`src/rtl/sb_pkg.sv`:
```
// Shared types and the byte-lane merge helper for the store buffer.
// Entry field widths track the default ADDR_W/DATA_W of store_buffer_gen.
package sb_pkg;

    localparam int SB_ADDR_W  = 32;
    localparam int SB_DATA_W  = 32;
    localparam int SB_BE_W    = SB_DATA_W / 8;
    localparam int SB_OFF_W   = $clog2(SB_BE_W);
    localparam int SB_WADDR_W = SB_ADDR_W - SB_OFF_W;

    // Entries keep only the word address; the byte offset is implied zero.
    typedef struct packed {
        logic                  valid;
        logic [SB_WADDR_W-1:0] addr;
        logic [SB_DATA_W-1:0]  data;
        logic [SB_BE_W-1:0]    be;
    } sb_entry_t;

    typedef struct packed {
        logic [SB_DATA_W-1:0] data;
        logic [SB_BE_W-1:0]   be;
    } sb_merge_t;

    typedef enum logic [1:0] {
        SB_IDLE,
        SB_DRAIN,
        SB_FLUSH
    } sb_state_t;

    function automatic sb_merge_t be_merge(
        input logic [SB_DATA_W-1:0] old_data,
        input logic [SB_BE_W-1:0]   old_be,
        input logic [SB_DATA_W-1:0] new_data,
        input logic [SB_BE_W-1:0]   new_be
    );
        sb_merge_t m;
        m.be = old_be | new_be;
        for (int i = 0; i < SB_BE_W; i++) begin
            m.data[8*i +: 8] = new_be[i] ? new_data[8*i +: 8]
                                         : old_data[8*i +: 8];
        end
        return m;
    endfunction

endpackage

```
`src/rtl/sb_fwd_merge.sv`:
```
// Youngest-first byte merge across all valid entries matching a word address.
// Also reports the index of the youngest matching entry.
module sb_fwd_merge
    import sb_pkg::*;
#(
    parameter int DEPTH = 4
)(
    input  sb_entry_t                i_mem [DEPTH],
    input  logic [$clog2(DEPTH)-1:0] i_head,
    input  logic [SB_WADDR_W-1:0]    i_waddr,
    output logic [SB_DATA_W-1:0]     o_data,
    output logic [SB_BE_W-1:0]       o_be,
    output logic                     o_hit,
    output logic [$clog2(DEPTH)-1:0] o_idx
);

    localparam int IW = $clog2(DEPTH);

    sb_merge_t     w_acc;
    logic [IW-1:0] w_idx;

    // Walk oldest to youngest so younger bytes overwrite older ones.
    always_comb begin
        w_acc = '0;
        w_idx = '0;
        o_hit = 1'b0;
        o_idx = '0;
        for (int k = 0; k < DEPTH; k++) begin
            w_idx = i_head + IW'(k);
            if (i_mem[w_idx].valid && (i_mem[w_idx].addr == i_waddr)) begin
                w_acc = be_merge(w_acc.data, w_acc.be,
                                 i_mem[w_idx].data, i_mem[w_idx].be);
                o_hit = 1'b1;
                o_idx = w_idx;
            end
        end
    end

    assign o_data = w_acc.data;
    assign o_be   = w_acc.be;

endmodule

```
`src/rtl/store_buffer_gen.sv`:
```
// Parametrised MEM-stage store buffer: in-order drain, forwarding, flush.
// Define SB_COALESCE_EN to merge stores into the youngest matching entry.
module store_buffer_gen
    import sb_pkg::*;
#(
    parameter int  DEPTH        = 4,
    parameter int  ADDR_W       = SB_ADDR_W,
    parameter int  DATA_W       = SB_DATA_W,
    parameter int  DRAIN_THRESH = 2,
    localparam int BE_W         = DATA_W / 8,
    localparam int CW           = $clog2(DEPTH) + 1
)(
    input  logic              clock,
    input  logic              reset,
    input  logic              st_valid,
    output logic              st_ready,
    input  logic [ADDR_W-1:0] st_addr,
    input  logic [DATA_W-1:0] st_data,
    input  logic [BE_W-1:0]   st_be,
    input  logic              ld_valid,
    input  logic [ADDR_W-1:0] ld_addr,
    input  logic [BE_W-1:0]   ld_be,
    output logic              fwd_hit,
    output logic              fwd_partial,
    output logic [DATA_W-1:0] fwd_data,
    input  logic              cache_idle,
    output logic              drain_valid,
    input  logic              drain_ready,
    output logic [ADDR_W-1:0] drain_addr,
    output logic [DATA_W-1:0] drain_data,
    output logic [BE_W-1:0]   drain_be,
    input  logic              flush_req,
    output logic              flush_done,
    output logic              empty,
    output logic              full,
    output logic [CW-1:0]     count
);

    localparam int IW  = $clog2(DEPTH);
    localparam int OFF = $clog2(BE_W);

    sb_entry_t             r_mem [DEPTH];
    logic [CW-1:0]         r_head;
    logic [CW-1:0]         r_tail;
    sb_state_t             r_state;
    sb_state_t             w_state_nxt;
    logic                  r_pend;
    logic                  w_pend_nxt;
    logic [IW-1:0]         w_hidx;
    logic [IW-1:0]         w_tidx;
    logic [CW-1:0]         w_cnt;
    logic [CW-1:0]         w_cnt_nxt;
    logic                  w_enq;
    logic                  w_alloc;
    logic                  w_deq;
    logic                  w_merge_ok;
    logic                  w_drain_go;
    logic                  w_drain_keep;
    logic [SB_WADDR_W-1:0] w_st_waddr;
    logic [SB_WADDR_W-1:0] w_ld_waddr;
    logic [SB_DATA_W-1:0]  w_fdata;
    logic [SB_BE_W-1:0]    w_fbe;
    logic                  w_fhit;
    logic [IW-1:0]         w_fidx;
    logic [BE_W-1:0]       w_cov;
    logic [DATA_W-1:0]     w_lane_mask;
    logic                  w_unused;

    assign w_hidx     = r_head[IW-1:0];
    assign w_tidx     = r_tail[IW-1:0];
    assign w_cnt      = r_tail - r_head;
    assign count      = w_cnt;
    assign empty      = (w_cnt == '0);
    assign full       = (w_cnt == CW'(DEPTH));
    assign w_st_waddr = st_addr[ADDR_W-1:OFF];
    assign w_ld_waddr = ld_addr[ADDR_W-1:OFF];
    assign w_unused   = ^{st_addr[OFF-1:0], ld_addr[OFF-1:0], w_fhit, w_fidx};

`ifdef SB_COALESCE_EN
    logic [IW-1:0]        w_yidx;
    logic [SB_DATA_W-1:0] w_cdata;
    logic [SB_BE_W-1:0]   w_cbe;
    logic                 w_chit;
    logic [IW-1:0]        w_cidx;
    sb_merge_t            w_mrg;
    logic                 w_unused_coal;

    assign w_yidx = w_tidx - IW'(1);

    sb_fwd_merge #(.DEPTH(DEPTH)) u_coal (
        .i_mem   (r_mem),
        .i_head  (w_hidx),
        .i_waddr (w_st_waddr),
        .o_data  (w_cdata),
        .o_be    (w_cbe),
        .o_hit   (w_chit),
        .o_idx   (w_cidx)
    );

    // Only the youngest entry may absorb a store, never a head being drained.
    assign w_merge_ok = !empty && w_chit && (w_cidx == w_yidx)
                        && !(drain_valid && (w_yidx == w_hidx));
    assign w_mrg = be_merge(r_mem[w_yidx].data, r_mem[w_yidx].be,
                            st_data, st_be);
    assign w_unused_coal = ^{w_cdata, w_cbe};
`else
    assign w_merge_ok = 1'b0;
`endif

    assign st_ready    = (!full || w_merge_ok) && (r_state != SB_FLUSH);
    assign w_enq       = st_valid && st_ready && (st_be != '0);
    assign w_alloc     = w_enq && !w_merge_ok;
    assign drain_valid = ((r_state == SB_DRAIN) || (r_state == SB_FLUSH))
                         && !empty;
    assign w_deq       = drain_valid && drain_ready;
    assign w_cnt_nxt   = w_cnt + CW'(w_alloc) - CW'(w_deq);

    assign w_drain_go   = !empty
                          && ((w_cnt >= CW'(DRAIN_THRESH)) || cache_idle);
    assign w_drain_keep = (w_cnt_nxt != '0)
                          && ((w_cnt_nxt >= CW'(DRAIN_THRESH)) || cache_idle);

    always_comb begin
        w_state_nxt = r_state;
        w_pend_nxt  = r_pend | flush_req;
        flush_done  = 1'b0;
        unique case (r_state)
            SB_IDLE: begin
                if (w_pend_nxt) begin
                    w_state_nxt = SB_FLUSH;
                    w_pend_nxt  = 1'b0;
                end else if (w_drain_go) begin
                    w_state_nxt = SB_DRAIN;
                end
            end
            SB_DRAIN: begin
                // A flush request waits for the in-flight handshake.
                if (w_deq) begin
                    if (w_pend_nxt) begin
                        w_state_nxt = SB_FLUSH;
                        w_pend_nxt  = 1'b0;
                    end else if (!w_drain_keep) begin
                        w_state_nxt = SB_IDLE;
                    end
                end
            end
            SB_FLUSH: begin
                w_pend_nxt = 1'b0;
                if (empty) begin
                    flush_done  = 1'b1;
                    w_state_nxt = SB_IDLE;
                end
            end
            default: begin
                w_state_nxt = SB_IDLE;
            end
        endcase
    end

    always_ff @(posedge clock or negedge reset) begin
        if (!reset) begin
            r_head  <= '0;
            r_tail  <= '0;
            r_state <= SB_IDLE;
            r_pend  <= 1'b0;
            for (int i = 0; i < DEPTH; i++) begin
                r_mem[i] <= '0;
            end
        end else begin
            r_state <= w_state_nxt;
            r_pend  <= w_pend_nxt;
            if (w_deq) begin
                r_mem[w_hidx].valid <= 1'b0;
                r_head              <= r_head + CW'(1);
            end
            if (w_alloc) begin
                r_mem[w_tidx] <= '{valid: 1'b1, addr: w_st_waddr,
                                   data: st_data, be: st_be};
                r_tail        <= r_tail + CW'(1);
            end
`ifdef SB_COALESCE_EN
            if (w_enq && w_merge_ok) begin
                r_mem[w_yidx].data <= w_mrg.data;
                r_mem[w_yidx].be   <= w_mrg.be;
            end
`endif
        end
    end

    assign drain_addr = {r_mem[w_hidx].addr, {OFF{1'b0}}};
    assign drain_data = r_mem[w_hidx].data;
    assign drain_be   = r_mem[w_hidx].be;

    sb_fwd_merge #(.DEPTH(DEPTH)) u_fwd (
        .i_mem   (r_mem),
        .i_head  (w_hidx),
        .i_waddr (w_ld_waddr),
        .o_data  (w_fdata),
        .o_be    (w_fbe),
        .o_hit   (w_fhit),
        .o_idx   (w_fidx)
    );

    assign w_cov = w_fbe & ld_be & {BE_W{ld_valid}};

    always_comb begin
        w_lane_mask = '0;
        for (int i = 0; i < BE_W; i++) begin
            w_lane_mask[8*i +: 8] = {8{w_cov[i]}};
        end
    end

    assign fwd_hit     = ld_valid && (w_cov == ld_be);
    assign fwd_partial = ld_valid && (w_cov != '0) && !fwd_hit;
    assign fwd_data    = w_fdata & w_lane_mask;

endmodule

```
`config.mk`:
```
export PLATFORM = sky130hd
export DESIGN_NAME = store_buffer_gen
export DESIGN_NICKNAME = d
export VERILOG_FILES = /design/src/rtl/sb_pkg.sv /design/src/rtl/sb_fwd_merge.sv /design/src/rtl/store_buffer_gen.sv
export SDC_FILE = /design/constraint.sdc
export NUM_CORES = 1
export LEC_CHECK = 0
export ABC_CLOCK_PERIOD_IN_PS = 14050
export BUFFER_PORTS_ARGS = -buffer_cell sky130_fd_sc_hd__buf_2
export CAP_MARGIN = 40
export CORE_ASPECT_RATIO = 0.6
export CORE_MARGIN = 3
export CORE_UTILIZATION = 60
export CTS_CLUSTER_SIZE = 24
export DETAILED_ROUTE_END_ITERATION = 6
export PLACE_DENSITY = 0.81
export SETUP_SLACK_MARGIN = 0.2
export SLEW_MARGIN = 10
export SYNTH_ARGS = -nofsm -noshare
export SYNTH_HDL_FRONTEND = slang
export SYNTH_SLANG_ARGS = --single-unit
```
`constraint.sdc`:
```
create_clock -name clock -period 14.05 [get_ports clock]
set_input_delay 1.405 -clock clock [delete_from_list [all_inputs] [get_ports clock]]
set_output_delay 1.405 -clock clock [all_outputs]
set_load 0.01 [all_outputs]
```
After elaboration in Yosys (flattened, before gate mapping)
Cells that the tools add are included.
- register bits: 277
- input port bits: 111
- logic and storage cells: 142
- add/sub/neg operators: 8
- magnitude comparators: 9
- eq/ne operators: 13
- muxes and demuxes: 51
- bitwise logic cells: 12
- reduce and logical (&&, ||, !) cells: 29
- operators by type and width (cell ; number):
    $mux W67 ; 10
    $bmux W67 S2 ; 4
    $bwmux W268 ; 2
    $mux W268 ; 2
    $demux W67 S2 ; 2
    $mux W36 ; 4
    $mux W8 ; 16
    $eq A30 B30 Y1 ; 4
    $and A32 B32 Y32 ; 1
    $logic_and A1 B1 Y1 ; 16
    $ge A3 B3 Y1 const B ; 5
    $not A2 Y3 ; 5
    $mux W2 ; 6
    $or A4 B4 Y4 ; 3
    $and A4 B4 Y4 ; 2
    $reduce_bool A4 Y1 ; 2
    $add A3 B1 Y3 const B ; 2
    $ge A3 B2 Y1 const B ; 2
    $lt A3 B1 Y1 const B ; 2
    $ne A2 B2 Y1 const B ; 3
    $pmux W2 S3 ; 1
    $add A2 B2 Y2 const B ; 2
    $eq A4 B4 Y1 ; 1
    $reduce_and A4 Y1 ; 1
    18 further kinds ; 24

Depth between registers and ports, before layout
Gate-level depths: netlist (run 1).
- word-level depth: 19
- depth in mapped cells: 21

Cells and area by module
Synthesis (run 1) repeated with hierarchy kept, for this count alone.
- cells, all modules: 2073
- area, all modules: 22900.7 µm²
- modules (own cells, without submodules) (module ; instances ; cells each ; area an instance (µm²) ; seq. area each (µm²)):
    store_buffer_gen ; 1 ; 787 ; 12914.9 ; 6931.6
    sb_fwd_merge ; 1 ; 1286 ; 9985.8 ; 0.0

Worst setup path after synthesis (run 1)
Ideal clock, no wire load.
- kind: reg-to-output
- from: register r_head[0]
- to: output fwd_partial
- arrival: 4.705 ns
- data required time: 12.645 ns
- setup slack: 7.940 ns
- stages on the path, launching flop included: 19
- buffers on the path: 11
- cells stage by stage: dfrtp_1 buf_6 inv_1 clkbuf_1 buf_2 buf_2 buf_2 ha_1 buf_4 buf_2 buf_4 buf_2 buf_2 mux4_2 and4_1 buf_2 or4_1 a2bb2oi_1 a32oi_1
- elaborated cells between the ends (all ways): 42
- those cells by class: 3 x add/sub; 5 x eq/ne; 16 x mux; 9 x bitwise; 9 x reduce/logical
- RTL lines (what ; RTL line ; RTL):
    from (decl) ; store_buffer_gen.sv:43 ; logic [CW-1:0] r_head;
    from (signal assigned) ; store_buffer_gen.sv:174 ; r_head <= r_head + CW'(1);
    $add A2 B2 Y2 (*) ; sb_fwd_merge.sv:29 ; w_idx = i_head + IW'(k);
    net u_fwd.w_idx[0] ; sb_fwd_merge.sv:20 ; logic [IW-1:0] w_idx;
    $not A2 Y3 (not written as such) (*) ; sb_fwd_merge.sv:30, sb_fwd_merge.sv:32 ;
    $bmux W67 S2 (*) ; sb_fwd_merge.sv:30, sb_fwd_merge.sv:32 ;
    $mux W67 (not written as such) (*) (2 in series) ; sb_fwd_merge.sv:30 ; if (i_mem[w_idx].valid && (i_mem[w_idx].addr == i_waddr)) begin
    $eq A30 B30 Y1 ; sb_fwd_merge.sv:30 ;
    $logic_and A1 B1 Y1 ; sb_fwd_merge.sv:30 ;
    $mux W36 (*) ; sb_fwd_merge.sv:30 ;
    $and A4 B4 Y4 (*) (2 in series) ; store_buffer_gen.sv:204 ; assign w_cov = w_fbe & ld_be & {BE_W{ld_valid}};
    $eq A4 B4 Y1 ; store_buffer_gen.sv:213 ; assign fwd_hit = ld_valid && (w_cov == ld_be);
    $logic_and A1 B1 Y1 ; store_buffer_gen.sv:213 ;
    $logic_not A1 Y1 ; store_buffer_gen.sv:214 ; assign fwd_partial = ld_valid && (w_cov != '0) && !fwd_hit;
    $logic_and A1 B1 Y1 (*) ; store_buffer_gen.sv:214 ;
    to (decl) ; store_buffer_gen.sv:24 ; output logic fwd_partial,
Mark *: on every way through the listed nets, which the timed path passes. The rest lies on a longest branch. The select of a mux whose other input is x is not followed.

Worst setup path in the final report (run 1)
- from: register r_head[0]
- to: output fwd_partial
- cells in the longest elaborated chain, start to end: 19
- elaborated cells between the ends (all ways): 42
- those cells by class: 3 x add/sub; 5 x eq/ne; 16 x mux; 9 x bitwise; 9 x reduce/logical
- RTL lines (what ; RTL line):
    parallel branches: the longest is 12 deep, another holds $add A2 B1 Y2 ; --
    $mux W36 (*) ; sb_fwd_merge.sv:30
    $and A4 B4 Y4 (*) (2 in series) ; store_buffer_gen.sv:204
    $eq A4 B4 Y1 ; store_buffer_gen.sv:213
    $logic_and A1 B1 Y1 ; store_buffer_gen.sv:213
    $logic_not A1 Y1 ; store_buffer_gen.sv:214
    $logic_and A1 B1 Y1 (*) ; store_buffer_gen.sv:214
Every way passes the cells marked *. The select of a mux whose other input is x is not followed.

==> flow_summary.toml, run 1 <==
[critical_path]
endpoint_kind = "primary output"
criticalPathCategory = "reg2out"
crit_arrival_ns = 7.26
required_ns = 12.65
cp-start-kind = "register"
worstPathMaxFanout = 126

[timing]
setup_viol = 0
slew_violations = 0
relSlewSlack_pct = 30.75
finalSetupTns_ns = 0
rsz0062_at_grt = "no"
worst_pin_slew_ns = 1.039
fin_skew_ns = 0.01905
period_needed_ns = 8.660
hold_viol = 0
whs_ns = 0.4995
worst_slack_ns = 5.390
period_share_pct = 61.64
timing.fmax_mhz = 115.5

[clocking]
cts_hold_buffers = 0
cts_tree = "done"
cts-root-buf = "clkbuf_16"
cts_resized = 0
h-tree-depth = 1
cts_sinks = 277
numCtsBuffers = 28
clk-insertion-delay-late_ns = 0.57
cts_buffer_depth = 3
post_cts_buffers = 0
clkTransAtPathRegs_ns = 0.06

[die]
start_util_pct = 61.50
core_um2 = 34030
ios = 221
die_h_um = 150.7
die_x_um = 247.1
fp.dieArea_um2 = 37230
num_rows = 52

[placement]
hpwl_mm = 43.49
dpl_cell_area_um2 = 22040
place.gp.congestion = 1.089
post-place-ws_ns = 6.218
portBuffers = 214

[global_route]
grt_start_max_net_pins = 182
grt_pass1_vias = 15400
grt_use_total_pct = 33.44
overflow = 0
antenna_found_initial = 8
grt_pass1_wl_mm = 95.10

[yosys]
synth_cells = 1605
syn_area_per_cell_um2 = 13.04
yosysTopAreaCellShare_pct = 33.12
synth_common_cells = "277 x dfrtp_1, 274 x mux2_2, 195 x mux4_2"
synthTopCellsByArea = "dfrtp_1 33%, mux4_2 21%, mux2_2 15%"
synth_edf_count = 0
ys_ff_latch = 277
synth_top_area_cell = "dfrtp_1"
syn_area_um2 = 20930
async_flop_share_pct = 100.0
yosysWarningCount = 0
ys.flop_type = "dfrtp_1"
yosysSeqAreaShare_pct = 33.12
synth_cell_types = 82
yosysMostFrequentCell = "dfrtp_1"

[power_and_ir_drop]
total_power_w = 0.007004
power_density_nw_per_um2 = 303.5
p_leak_nw = 9.291
ir_worst_vdd_uv = 230.7

[layout]
drive_above_1_share_pct = 44.47
fin_nets = 1854
syn_to_final_growth_pct = 10.30
final_area_um2 = 23080

[drt]
vias = 15910
routed_via_density = 7.191
avgRoutedWirePerCell_um = 28.05
drt_iter0_markers = 2181
drc = 0
drt_wl_total_mm = 62.04
first_pass_iters = 6
ant_nets = 0

[job]
drv_cap = 0

[min_path]
worstHoldPathType = "reg2reg"

[outcome]
status = "finished, final reports clean"
-- critical path, stage by stage, from the launching register on --
cell and delay [ns]:
dfrtp_4 0.68, inv_1 0.16, ha_4 0.72, buf_12 0.64, mux2i_1 0.29, mux2_2 0.40, o21bai_1 0.32, nand4_1 0.35
nor4_1 0.81, nand4_1 0.88, a41o_1 0.68, and3b_1 0.26, a32oi_1 0.17, buf_2 0.18
-- final timing paths --
kind                            from     endpoint  slack, ns  cells past startpoint
setup / recovery           r_head[0]  fwd_partial       5.39                     13
hold / removal             r_tail[2]    r_tail[2]       0.50                      1
setup reg to reg           r_head[0]   r_state[1]       8.41                     18
hold reg to reg            r_tail[2]    r_tail[2]       0.50                      1
max in group asynchronous      reset    r_head[0]      11.61                      2
min in group asynchronous      reset    r_mem[48]       0.87                      1
-- where the power goes --
part	leakage, nW	internal, W	switching, W
combinational	5.49	0.00225	0.00215
clock	0.490	0.000502	0.000336
sequential	3.31	0.00121	0.000549
-- area by class of cell --
class | count | area, um2
tap | 459 | 574.3
fill | 2413 | 10950
antenna | 8 | 20.02
multi-input combinational | 1133 | 13000
clock inverter | 13 | 220.2
clock buffer | 37 | 785.8
timing repair buffer | 236 | 1360
inverter | 49 | 183.9
sequential | 277 | 6939
-- kinds of logic (layout without fill, tap and decap cells) --
| kind of cell | after synthesis | in the layout | synth area share, % |
|---|---|---|---|
| multiplexers | 591 | 591 | 43.13 |
| flip-flops | 277 | 277 | 33.12 |
| AO/OA/AOI/OAI | 220 | 220 | 8.150 |
| AND/OR/NAND/NOR | 199 | 199 | 5.238 |
| buffers and inverters | 196 | 335 | 4.885 |
| XOR/XNOR | 103 | 103 | 4.311 |
| adder cells (fa/ha/maj) | 18 | 18 | 1.148 |
| other | 1 | 10 | 0.01792 |
-- state kept, by name (all words and copies together), names as in the netlist --
name and count:
r_state 2, r_mem 268, r_head 3, r_tail 3
r_pend 1
-- placed cells by master (no fill, tap or decap), types with 8 or more instances in the layout --
| master | instances |
|---|---|
| mux4_2 | 195 |
| mux4_1 | 20 |
| ha_1 | 15 |
| mux2_2 | 274 |
| nor3_1 | 14 |
| buf_4 | 11 |
| a221oi_1 | 22 |
| diode_2 | 8 |
| mux2i_1 | 101 |
| nor2_1 | 42 |
| clkbuf_16 | 29 |
| inv_1 | 48 |
| a211o_1 | 16 |
| a221o_1 | 13 |
| o211ai_1 | 19 |
| dfrtp_1 | 275 |
| nand4_1 | 12 |
| a32o_1 | 10 |
| buf_2 | 215 |
| nand2_1 | 49 |
| o22ai_1 | 9 |
| nand3_1 | 10 |
| xnor2_1 | 70 |
| o21ai_0 | 29 |
| xor2_1 | 33 |
| nand2b_1 | 10 |
| nor4_1 | 10 |
| a21oi_1 | 46 |
-- stage by stage --
| step | util, % | std cells |
|---|---|---|
| finish | 67.83 | 2212 |
| global route | 67.81 | 2209 |
| CTS | 67.72 | 2202 |
| detailed placement | 64.77 | 2152 |
| global placement | 64.48 | 2147 |
| floorplan | - | 1606 |
-- per-layer routing --
metal  routed length (um)  GRT usage (%)
met1                25900          51.01
met2                27260          47.99
met3                 7493          9.167
met4                 1378          7.181
met5                   15              0
No activity file was read; power rests on OpenSTA's default activity.
==> run 2, diff against run 1 <==
--- a/config.mk
+++ b/config.mk
@@ -5,7 +5,7 @@
 export SDC_FILE = /design/constraint.sdc
 export NUM_CORES = 1
 export LEC_CHECK = 0
-export ABC_CLOCK_PERIOD_IN_PS = 14050
+export ABC_CLOCK_PERIOD_IN_PS = 8400
 export BUFFER_PORTS_ARGS = -buffer_cell sky130_fd_sc_hd__buf_2
 export CAP_MARGIN = 40
 export CORE_ASPECT_RATIO = 0.6
==> constraint.sdc (replaced) <==
create_clock -name clock -period 8.4 [get_ports clock]
set_input_delay 0.84 -clock clock [delete_from_list [all_inputs] [get_ports clock]]
set_output_delay 0.84 -clock clock [all_outputs]
set_load 0.01 [all_outputs]
==> flow_summary.toml, run 2 (same netlist as run 1, synthesis figures left out) <==
[drt]
drc = 0
vias = 15980
avgRoutedWirePerCell_um = 28.07
drt_iter0_markers = 2037
ant_nets = 0
drt_wl_total_mm = 62.55
first_pass_iters = 5
routed_via_density = 7.170

[critical_path]
worstPathMaxFanout = 50
crit_arrival_ns = 6.98
crit_chain = "inv_1 -> ha_4 -> buf_4 -> mux4_2 -> xnor2_1 -> nand4_1 -> a221o_1 -> nor3_2 -> and3_1 -> or4_1 -> nand3_1 -> a21oi_1 -> buf_2"
slowest_delay_ns = 0.90
endpoint_kind = "primary output"
worst_path_max_delay_cell = "ha_4"
cp-start-kind = "register"
required_ns = 7.56
criticalPathCategory = "reg2out"

[die]
start_util_pct = 61.50
die_x_um = 247.1
ios = 221
num_rows = 52
core_um2 = 34030
fp.dieArea_um2 = 37230
die_h_um = 150.7

[clocking]
post_cts_buffers = 0
h-tree-depth = 1
cts_resized = 0
clk-insertion-delay-late_ns = 0.57
cts_hold_buffers = 0
numCtsBuffers = 28
cts-root-buf = "clkbuf_16"
cts_buffer_depth = 3
cts_sinks = 277
clkTransAtPathRegs_ns = 0.07
cts_tree = "done"

[layout]
largest_reg_flops = 268
utilization_pct = 67.92
final_common_cell = "dfrtp_1"
regMostFlops = "r_mem"
mostFrequentLayoutCells = "275 x dfrtp_1, 274 x mux2_2, 216 x buf_2, 195 x mux4_2, 101 x mux2i_1"
syn_to_final_growth_pct = 10.45
fin_nets = 1869
drive_above_1_share_pct = 45.14
top_regs = "r_mem (268), r_head (3), r_tail (3)"

[global_route]
grt_pass1_vias = 15300
grt_pass1_wl_mm = 94.95
grt_use_total_pct = 33.49
grt_start_max_net_pins = 70
overflow = 0
antenna_found_initial = 11

[timing]
slew_violations = 0
fin_skew_ns = 0.01232
hold_viol = 0
relSlewSlack_pct = 28.57
period_needed_ns = 7.817
worst_pin_slew_ns = 1.062
finalSetupTns_ns = 0
setup_viol = 0
rsz0062_at_grt = "no"
timing.fmax_mhz = 127.9
period_share_pct = 93.06

[job]
drv_cap = 0

[power_and_ir_drop]
ir_worst_vdd_uv = 291.1
power_density_nw_per_um2 = 505.0
p_leak_nw = 9.323

[placement]
place.gp.congestion = 1.022
portBuffers = 214
hpwl_mm = 44.65

[outcome]
status = "finished, final reports clean"

[min_path]
worstHoldPathType = "in2async"
run 2: worst max-delay path, delay by kind of cell, from the launching register on:
kind	cells	cell delay (ns)
simple gates	5	2.08
xor+xnor	1	0.18
mux	1	0.57
flops	1	0.88
buf+inv	3	0.94
fa+ha+maj	1	0.90
compound gates	2	0.82
run 2: area by class of cell:
cell class / count / area [um2]
Fill cell: 2412 / 10920
Timing Repair Buffer: 251 / 1469
Tap cell: 459 / 574.3
Inverter: 49 / 183.9
Antenna cell: 8 / 20.02
Clock inverter: 12 / 93.84
Clock buffer: 39 / 833.3
Sequential cell: 277 / 6939
Multi-Input combinational cell: 1133 / 13000
run 2: path summary, 6_finish.rpt:
check	start	endpoint	slack [ns]	cells after the start
max in group asynchronous	reset	r_mem[156]	6.88	2
worst min register to register	r_tail[2]	r_tail[2]	0.50	1
worst min-delay path	reset	r_mem[115]	0.23	1
worst max register to register	r_head[0]	r_state[1]	2.78	20
worst max-delay path	r_head[0]	fwd_data[29]	0.58	13
min in group clock	r_tail[2]	r_tail[2]	0.50	1
run 2: report_power, final:
group / internal [W] / switching, W
Sequential: 0.00203 / 0.000917
Combinational: 0.00380 / 0.00364
Clock: 0.000721 / 0.000560
run 2: through the flow:
step | area (um2) | total power (W) | setup slack [ns] | std cells | hold WS [ns]
2_1_floorplan | 20930 | 0.008220 | 2.855 | 1606 | 0.4607
3_3_place_gp | 21990 | 0.009867 | 1.414 | 2159 | 0.4755
3_5_place_dp | 22100 | 0.01017 | 1.327 | 2165 | 0.4849
4_1_cts | 23030 | 0.01150 | 0.6860 | 2216 | 0.2345
5_1_grt | 23110 | 0.01226 | 0.2924 | 2227 | 0.2504
6_report | 23110 | 0.01167 | 0.5831 | 2228 | 0.2263
run 2: layer usage:
layer  GRT usage (%)  routed length (um)  vias up
li1                -                   -     6608
met1           51.39               26060     8289
met2           48.17               27610      961
met3           8.384                7364      109
met4           7.474                1469        8
met5               0                  41        -
==> run 3, diff against run 2 <==
--- a/config.mk
+++ b/config.mk
@@ -7,12 +7,13 @@
 export LEC_CHECK = 0
 export ABC_CLOCK_PERIOD_IN_PS = 8400
 export BUFFER_PORTS_ARGS = -buffer_cell sky130_fd_sc_hd__buf_2
-export CAP_MARGIN = 40
+export CAP_MARGIN = 20
 export CORE_ASPECT_RATIO = 0.6
 export CORE_MARGIN = 3
 export CORE_UTILIZATION = 60
 export CTS_CLUSTER_SIZE = 24
 export DETAILED_ROUTE_END_ITERATION = 6
+export GPL_TIMING_DRIVEN = 0
 export PLACE_DENSITY = 0.81
 export SETUP_SLACK_MARGIN = 0.2
 export SLEW_MARGIN = 10
==> flow_summary.toml, run 3 (same netlist as run 1, synthesis figures left out) <==
[drt]
drc = 1
drt_iter0_markers = 2568
first_pass_iters = 7
avgRoutedWirePerCell_um = 36.39
drt_wl_total_mm = 84.46
vias = 17850
ant_nets = 0
routed_via_density = 7.692

[critical_path]
worst_path_max_delay_cell = "a311oi_2"
ff2ff_setup_slack_ns = 2.32
criticalPathCategory = "reg2out"
cp_num_cells = 22
crit_chain = "buf_6 -> inv_1 -> clkbuf_2 -> clkbuf_4 -> buf_2 -> buf_6 -> ha_1 -> buf_4 -> buf_6 -> buf_4 -> mux2i_1 -> nor3_1 -> a311oi_2 -> nand4_1 -> nor4_4 -> buf_4 -> and3_1 -> buf_4 -> nand3b_4 -> o211ai_1 -> a32o_1 -> buf_2"
endpoint_kind = "primary output"
worstRegToRegCells = 17
slowest_delay_ns = 0.58
crit_arrival_ns = 7.39
worstPathMaxFanout = 11
reg2reg_from = "r_head[0]"
startpoint = "r_head[0]"
cp-start-kind = "register"
path_common_cell = "buf_4"
crit_buf_inv = 12
required_ns = 7.56
cpLargestDelayFamily = "buffers and inverters"

[layout]
fillers = 2359
utilization_pct = 69.33
mostFrequentLayoutCells = "277 x dfrtp_1, 274 x mux2_2, 230 x buf_2, 195 x mux4_2, 101 x mux2i_1"
regMostFlops = "r_mem"
drive_above_1_share_pct = 44.44
top_regs = "r_mem (268), r_head (3), r_tail (3)"
syn_to_final_growth_pct = 12.74
fin_cells = 2321
largest_reg_flops = 268
fin_nets = 1969
final_common_cell = "dfrtp_1"

[timing]
period_share_pct = 97.92
worst_slack_ns = 0.1744
relSlewSlack_pct = 16.83
slew_violations = 0
worst_pin_slew_ns = 1.248
period_needed_ns = 8.226
finalSetupTns_ns = 0
setup_viol = 0
rsz0062_at_grt = "no"
hold_viol = 0
fin_skew_ns = 0.01401
timing.fmax_mhz = 121.6

[die]
ios = 221
start_util_pct = 61.50
num_rows = 52
die_x_um = 247.1
fp.dieArea_um2 = 37230
core_um2 = 34030
die_h_um = 150.7

[outcome]
violations = "DRC"
status = "complete, but fails checks"

[global_route]
overflow = 0
grt_pass1_vias = 17460
grt_use_total_pct = 45.35
grt_start_max_net_pins = 116
antenna_found_initial = 10
grt_pass1_wl_mm = 120.6

[clocking]
cts_tree = "done"
cts_buffer_depth = 3
h-tree-depth = 1
cts_sinks = 277
clkTransAtPathRegs_ns = 0.07
clk-insertion-delay-late_ns = 0.57
numCtsBuffers = 27
cts-root-buf = "clkbuf_16"

[placement]
post-place-ws_ns = -0.2646
hpwl_mm = 63.47
dp.cells = 2264
place.gp.congestion = 1.105
portBuffers = 195

[job]
drv_cap = 0

[min_path]
worstHoldPathType = "in2async"
==> run 3: cell types whose count changed in the layout (fill, tap and decap cells not counted), moves of 6 or more <==
cell,change
buf_1,+21
buf_2,+14
buf_6,+13
clkbuf_1,+43
clkbuf_2,+11
clkinv_2,-6
==> run 3: cell type report <==
class	instances	area (um2)	share of cell area, %
Inverter	49	183.9	0.7796
Multi-Input combinational cell	1133	13050	55.33
Clock inverter	4	48.80	0.2068
Buffer	147	880.8	3.734
Timing Repair Buffer	205	1107	4.694
Tap cell	459	574.3	2.434
Antenna cell	8	20.02	0.08486
Clock buffer	39	790.8	3.352
Sequential cell	277	6932	29.38
==> run 3: worst register-to-register path: cells and delay by family (launching register included) <==
kind                     cells  cell delay (ns)
adder cells (fa/ha/maj)      1             0.21
AO/OA/AOI/OAI                1             0.09
AND/OR/NAND/NOR              1             0.11
buffers and inverters       14             5.15
flip-flops                   1             0.43
==> run 3: final timing paths <==
path / to
setup / recovery: fwd_data[10]
hold / removal: r_mem[119]
setup reg to reg: r_head[1]
hold reg to reg: r_head[2]
max in group asynchronous: r_mem[92]
min in group clock: r_head[2]
==> run 3: layer usage <==
layer  vias to the layer above  track usage [%]  wire length (um)
met2                      1709            58.23             33080
li1                       6813                -                 -
met3                       287            24.12             14910
met4                         8            13.45              2976
met5                         -           0.9358                76
met1                      9036            65.48             33410
==> run 3: what timing repair did <==
action	in CTS	in global routing
hold buffers	0	0
gates resized for setup	16	22
pin swaps	1	4
buffers inserted	1	2
endpoints found under the hold margin	0	0
endpoints found under the setup margin	34	34
==> run 3: per-stage QoR <==
stage	area (um2)	hold WS (ns)
after detailed placement	22570	0.4869
after CTS	23500	0.2381
after global routing	23590	0.2627
final	23590	0.2114
after global placement	22480	0.4777
after floorplan	20930	0.4607
Power of run 3 is left out: the tool's default activity adds up to more than one toggle a clock period on the data nets, which glitch-free logic cannot reach.
